**config.mk**
```make
export PLATFORM = sky130hd
export DESIGN_NAME = instr_word_encoder
export DESIGN_NICKNAME = d
export VERILOG_FILES = /design/src/rtl/instr_word_encoder.sv
export SDC_FILE = /design/constraint.sdc
export NUM_CORES = 1
export LEC_CHECK = 0
export CAP_MARGIN = 40
export CORE_ASPECT_RATIO = 0.9
export CORE_MARGIN = 5
export CORE_UTILIZATION = 38
export DETAILED_ROUTE_END_ITERATION = 10
export GPL_ROUTABILITY_DRIVEN = 1
export MAX_ROUTING_LAYER = met4
export PLACE_DENSITY = 0.82
export SLEW_MARGIN = 10
export SYNTH_ARGS = -nofsm -noshare
export SYNTH_HDL_FRONTEND = slang
export SYNTH_SLANG_ARGS = --single-unit
```
**constraint.sdc**
```tcl
create_clock -name clk -period 1.6 [get_ports clk]
set_input_delay 0.24 -clock clk [delete_from_list [all_inputs] [get_ports clk]]
set_output_delay 0.24 -clock clk [all_outputs]
set_load 0.02 [all_outputs]
```
**src/rtl/instr_word_encoder.sv**
```systemverilog
// instr_word_encoder
//   Program loader for the RV32I single-cycle core. It accepts field-level
//   instruction requests on a valid/ready handshake. Each request is encoded
//   into a 32-bit RV32I word (R-type, load, store or branch). Words are
//   written to consecutive instruction-memory addresses, starting at BASE_ADDR
//   and wrapping modulo 2^ADDR_W.
//
// Parameters
//   ADDR_W     instruction-memory word-address width
//   DEPTH      maximum words per load session (1..2^ADDR_W)
//   BASE_ADDR  word address of the first instruction of a session
//
// Ports
//   clk, reset            clock; synchronous active-high reset
//   start, stop           one-cycle session control pulses (start wins)
//   in_valid / in_ready   request handshake
//   in_class              00 R-type, 01 load, 10 store, 11 branch
//   in_rd, in_rs1, in_rs2, in_funct3, in_funct7, in_imm   request fields
//   imem_we, imem_addr, imem_wdata   registered memory write port
//   count                 words written in the current session
//   full                  count == DEPTH
//   busy                  session active (LOAD or FULL)
module instr_word_encoder #(
    parameter int ADDR_W    = 8,
    parameter int DEPTH     = 256,
    parameter int BASE_ADDR = 0
) (
    input  logic              clk,
    input  logic              reset,
    input  logic              start,
    input  logic              stop,
    input  logic              in_valid,
    output logic              in_ready,
    input  logic [1:0]        in_class,
    input  logic [4:0]        in_rd,
    input  logic [4:0]        in_rs1,
    input  logic [4:0]        in_rs2,
    input  logic [2:0]        in_funct3,
    input  logic [6:0]        in_funct7,
    input  logic [12:0]       in_imm,
    output logic              imem_we,
    output logic [ADDR_W-1:0] imem_addr,
    output logic [31:0]       imem_wdata,
    output logic [ADDR_W:0]   count,
    output logic              full,
    output logic              busy
);

    typedef enum logic [1:0] {
        IDLE = 2'd0,
        LOAD = 2'd1,
        FULL = 2'd2
    } state_t;

    localparam logic [ADDR_W:0]   DEPTH_C = (ADDR_W+1)'(DEPTH);
    localparam logic [ADDR_W-1:0] BASE_C  = ADDR_W'(BASE_ADDR);
    localparam logic [ADDR_W:0]   ONE_C   = (ADDR_W+1)'(1);

    state_t              state_q, state_d;
    logic [ADDR_W:0]     count_q, count_d;
    logic                full_q, full_d;
    logic                we_q, we_d;
    logic [ADDR_W-1:0]   addr_q, addr_d;
    logic [31:0]         wdata_q, wdata_d;
    logic [31:0]         enc_word;
    logic [ADDR_W:0]     count_inc;
    logic                accept;

    assign in_ready  = (state_q == LOAD) && !full_q && !start;
    assign accept    = in_valid && in_ready;
    assign count_inc = count_q + ONE_C;

    always_comb begin
        enc_word = '0;
        case (in_class)
            2'b00:   enc_word = {in_funct7, in_rs2, in_rs1, in_funct3, in_rd, 7'b0110011};
            2'b01:   enc_word = {in_imm[11:0], in_rs1, in_funct3, in_rd, 7'b0000011};
            2'b10:   enc_word = {in_imm[11:5], in_rs2, in_rs1, in_funct3, in_imm[4:0], 7'b0100011};
            default: enc_word = {in_imm[12], in_imm[10:5], in_rs2, in_rs1, in_funct3,
                                 in_imm[4:1], in_imm[11], 7'b1100011};
        endcase
    end

    always_comb begin
        state_d = state_q;
        count_d = count_q;
        full_d  = full_q;
        we_d    = 1'b0;
        addr_d  = addr_q;
        wdata_d = wdata_q;

        // The write address is derived from count so a start needs no
        // separate pointer; the addition wraps naturally at 2^ADDR_W.
        if (accept) begin
            we_d    = 1'b1;
            addr_d  = BASE_C + count_q[ADDR_W-1:0];
            wdata_d = enc_word;
            count_d = count_inc;
            full_d  = (count_inc == DEPTH_C);
        end

        // start blocks accepts via in_ready; stop still lets a coincident
        // beat through before leaving the session.
        if (start) begin
            state_d = LOAD;
            count_d = '0;
            full_d  = 1'b0;
        end else if (stop) begin
            state_d = IDLE;
        end else if (accept && (count_inc == DEPTH_C)) begin
            state_d = FULL;
        end
    end

    always_ff @(posedge clk) begin
        if (reset) begin
            state_q <= IDLE;
            count_q <= '0;
            full_q  <= 1'b0;
            we_q    <= 1'b0;
            addr_q  <= '0;
            wdata_q <= '0;
        end else begin
            state_q <= state_d;
            count_q <= count_d;
            full_q  <= full_d;
            we_q    <= we_d;
            addr_q  <= addr_d;
            wdata_q <= wdata_d;
        end
    end

    assign imem_we    = we_q;
    assign imem_addr  = addr_q;
    assign imem_wdata = wdata_q;
    assign count      = count_q;
    assign full       = full_q;
    assign busy       = (state_q != IDLE);

endmodule

```
==> metrics.yaml <==
status: "finished clean"
synth_top_family_by_area: "simple AND/OR/NAND/NOR gates"
setup_ws_ns: 0.0545
clk_pin_slew_ns: 0.09
switchingPower_uw: 602
drt-total-wl_um: 6300
cts_buffer_depth: 2
synth-edff-count: 0
crit_family: "buffers and inverters"
ir_drop_v: 0.000393
fin_cells: 443
antenna_found_initial: 0
syn_area_per_cell_um2: 8.50
synth_top_cell_by_area: "dfxtp_1"
grt_pass1_wl_um: 10000
fin_setup_tns_ns: 0
dp_cells: 435
power_leakage_nw: 1.37
netlist.area_leader.share_pct: 44.4
core-area_mm2: 0.00573
path_cells: "clkdlybuf4s50_1"
synth-seq-area-share_pct: 44.4
drc: 0
synth.area.top_cells: "dfxtp_1, nand2_1, nor2_1"
drtIter0Drc: 64
dp_slack_ns: -0.344
die-area_mm2: 0.00757
grt_pass1_vias: 2158
fmax_ghz: 0.647
multi_input_area_mm2: 0.00113
placed_cell_area_mm2: 0.00340
cts_sinks: 50
end_kind: "output pin"
finalHoldViolCount: 0
ys_types: 43
n_antenna_cell: 0
start_util_pct: 39.4
cts_setup_buffers: 0
critPathLaunchType: "flip-flop"
areaGrowthSynthToFinish_pct: 56.9
rsz0062_at_grt: "yes"
grt_max_degree: 34
cts_tree: "yes"
fin_skew_ns: 0.00536
syn_area_mm2: 0.00225
p_per_area_mw_per_mm2: 721
cts_buffers: 5
synth_top_flop_cell: "dfxtp_1"
cts-root-buf: "clkbuf_8"
switching_share_pct: 23.6
cp_data_arrival_time_ns: 1.31
die_h_um: 83.1
final_core_util_pct: 61.8
fin_crit_sh_pct: 96.6
synth_compound_area_share_pct: 17.1
synthSimpleGateAreaFrac_pct: 21.8
htreeDepth: 2
cp_max_fo: 4
p_int_mw: 1.95
final_area_mm2: 0.00354
vias: 2257
rows: 26
hold_ws_ns: 0.459
synth_xor_area_share_pct: 3.89
routedWlPerCell_um: 14.2
syn_inst: 265
regArea_mm2: 0.00100
crit_slowest_cell: "clkdlybuf4s50_1"
via_per_inst: 5.09
grt_overflow_total: 0
drive_gt1_share_pct: 14.2
p_clk_share_pct: 34.4
num-nets-final: 420
drv_cap: 0
min_period_ns: 1.55
cp.buffers_inverters: 1
synth_fa_ha_area_share_pct: 1.11
critPathRequiredTime_ns: 1.36
die_w_um: 91.2
grtUsageTotal_pct: 16.3
cpPeakStageDelay_ns: 0.63
critPathKind: "flip-flop to output pin"
worst_hold_path_type: "flip-flop to flip-flop"
fillers: 537
ys_async_sr_fraction_pct: 0
comb_power_share_pct: 15.3
clk_latency_ns: 0.30
setup_viol_count_final: 0
ant_nets: 0
hpwl_um: 4780
power_mw: 2.55
slew_violations: 0
yosys_warnings: 0
ios: 98
port_buffers: 95
muxShareOfSynthArea_pct: 5.39
pwr-share-seq_pct: 50.3
ys_seq_elements: 50
hold_buffers: 0
drtPass1Iterations: 4
gp_congestion: 0.884
synthesized netlist by cell type (2+ instances only):
master    number
dfxtp_1       50
nand2_1       48
nor2_1        31
a21oi_1       22
mux2i_1       11
a211oi_1       9
clkbuf_1       9
buf_4          8
o21ai_0        7
xor2_1         7
nand4_1        6
a311oi_1       5
and3_1         5
buf_2          4
nand3_1        4
and2_1         3
xnor2_1        3
a311oi_2       2
and4_1         2
buf_1          2
ha_1           2
nor3_1         2
o211ai_1       2
or2_2          2
cell families (layout without fill, tap and decap cells):
family | count (synthesis) | in the layout
and+or+nand+nor | 109 | 109
DFF | 50 | 50
muxes | 12 | 12
adders and majority gates | 2 | 2
AOI/OAI and AO/OA | 56 | 56
other | 1 | 2
buffers and inverters | 25 | 132
xor gates and xnor gates | 10 | 10
final cells by class:
type                    instances  area share, %
repair buffers                125           34.2
clock buffers                   5           1.95
flip-flops and latches         50           28.4
well taps                      70           2.48
clock inverters                 2           1.10
multi-input cells             191           31.9
state kept, by name (all words and copies together) (netlist names):
name,count
full,1
count,9
imem_we,1
imem_wdata,29
imem_addr,8
state_q,2
final timing paths:
check                                  from                         to  slack (ns)  cells after the start
setup / recovery      count[8]$_SDFFE_PP0P_                   count[8]        0.05                      1
hold / removal    imem_addr[6]$_SDFFE_PP0P_  imem_addr[6]$_SDFFE_PP0P_        0.46                      2
setup reg to reg      count[4]$_SDFFE_PP0P_          full$_SDFFE_PP0P_        0.07                      5
hold reg to reg   imem_addr[6]$_SDFFE_PP0P_  imem_addr[6]$_SDFFE_PP0P_        0.46                      2
layer usage:
| metal | track usage (%) | part of all wire, % | up-vias |
|---|---|---|---|
| met1 | 18.7 | 42 | 1036 |
| met5 | - | 0 | - |
| li1 | - | - | 1128 |
| met4 | 3.60 | 0.41 | 0 |
| met2 | 28.0 | 49 | 91 |
| met3 | 4.79 | 8.8 | 2 |
repair_timing:
action                                  in CTS  in global routing
endpoints found under the setup margin      11                 23
gates cloned                                 0                  1
pin swaps                                    0                  0
resized for setup                           14                  5
power groups by stage:
stage / registers, mW / logic (mW) / clock network (mW)
6_report: 1.28 / 0.389 / 0.877
2_1_floorplan: 1.34 / 0.138 / 0
5_1_grt: 1.29 / 0.420 / 0.952
3_5_place_dp: 1.31 / 0.388 / 0
3_3_place_gp: 1.31 / 0.383 / 0
4_1_cts: 1.28 / 0.386 / 0.898
cell usage in the layout (no fill, tap or decap), types with 2 or more instances in the layout:
| cell | n |
|---|---|
| clkdlybuf4s50_1 | 84 |
| nand2_1 | 48 |
| dfxtp_1 | 47 |
| nor2_1 | 31 |
| buf_4 | 26 |
| a21oi_1 | 21 |
| mux2i_1 | 11 |
| a211oi_1 | 9 |
| dlygate4sd2_1 | 9 |
| o21ai_0 | 7 |
| xor2_1 | 7 |
| nand4_1 | 6 |
| a311oi_1 | 5 |
| and3_1 | 5 |
| clkbuf_8 | 5 |
| nand3_1 | 4 |
| xnor2_1 | 3 |
| dfxtp_2 | 3 |
| or2_2 | 2 |
| a311oi_2 | 2 |
| o211ai_1 | 2 |
| nor3_1 | 2 |
| and2_1 | 2 |
| and4_1 | 2 |
| conb_1 | 2 |
| buf_12 | 2 |
Power figures use the tool's default switching activity.
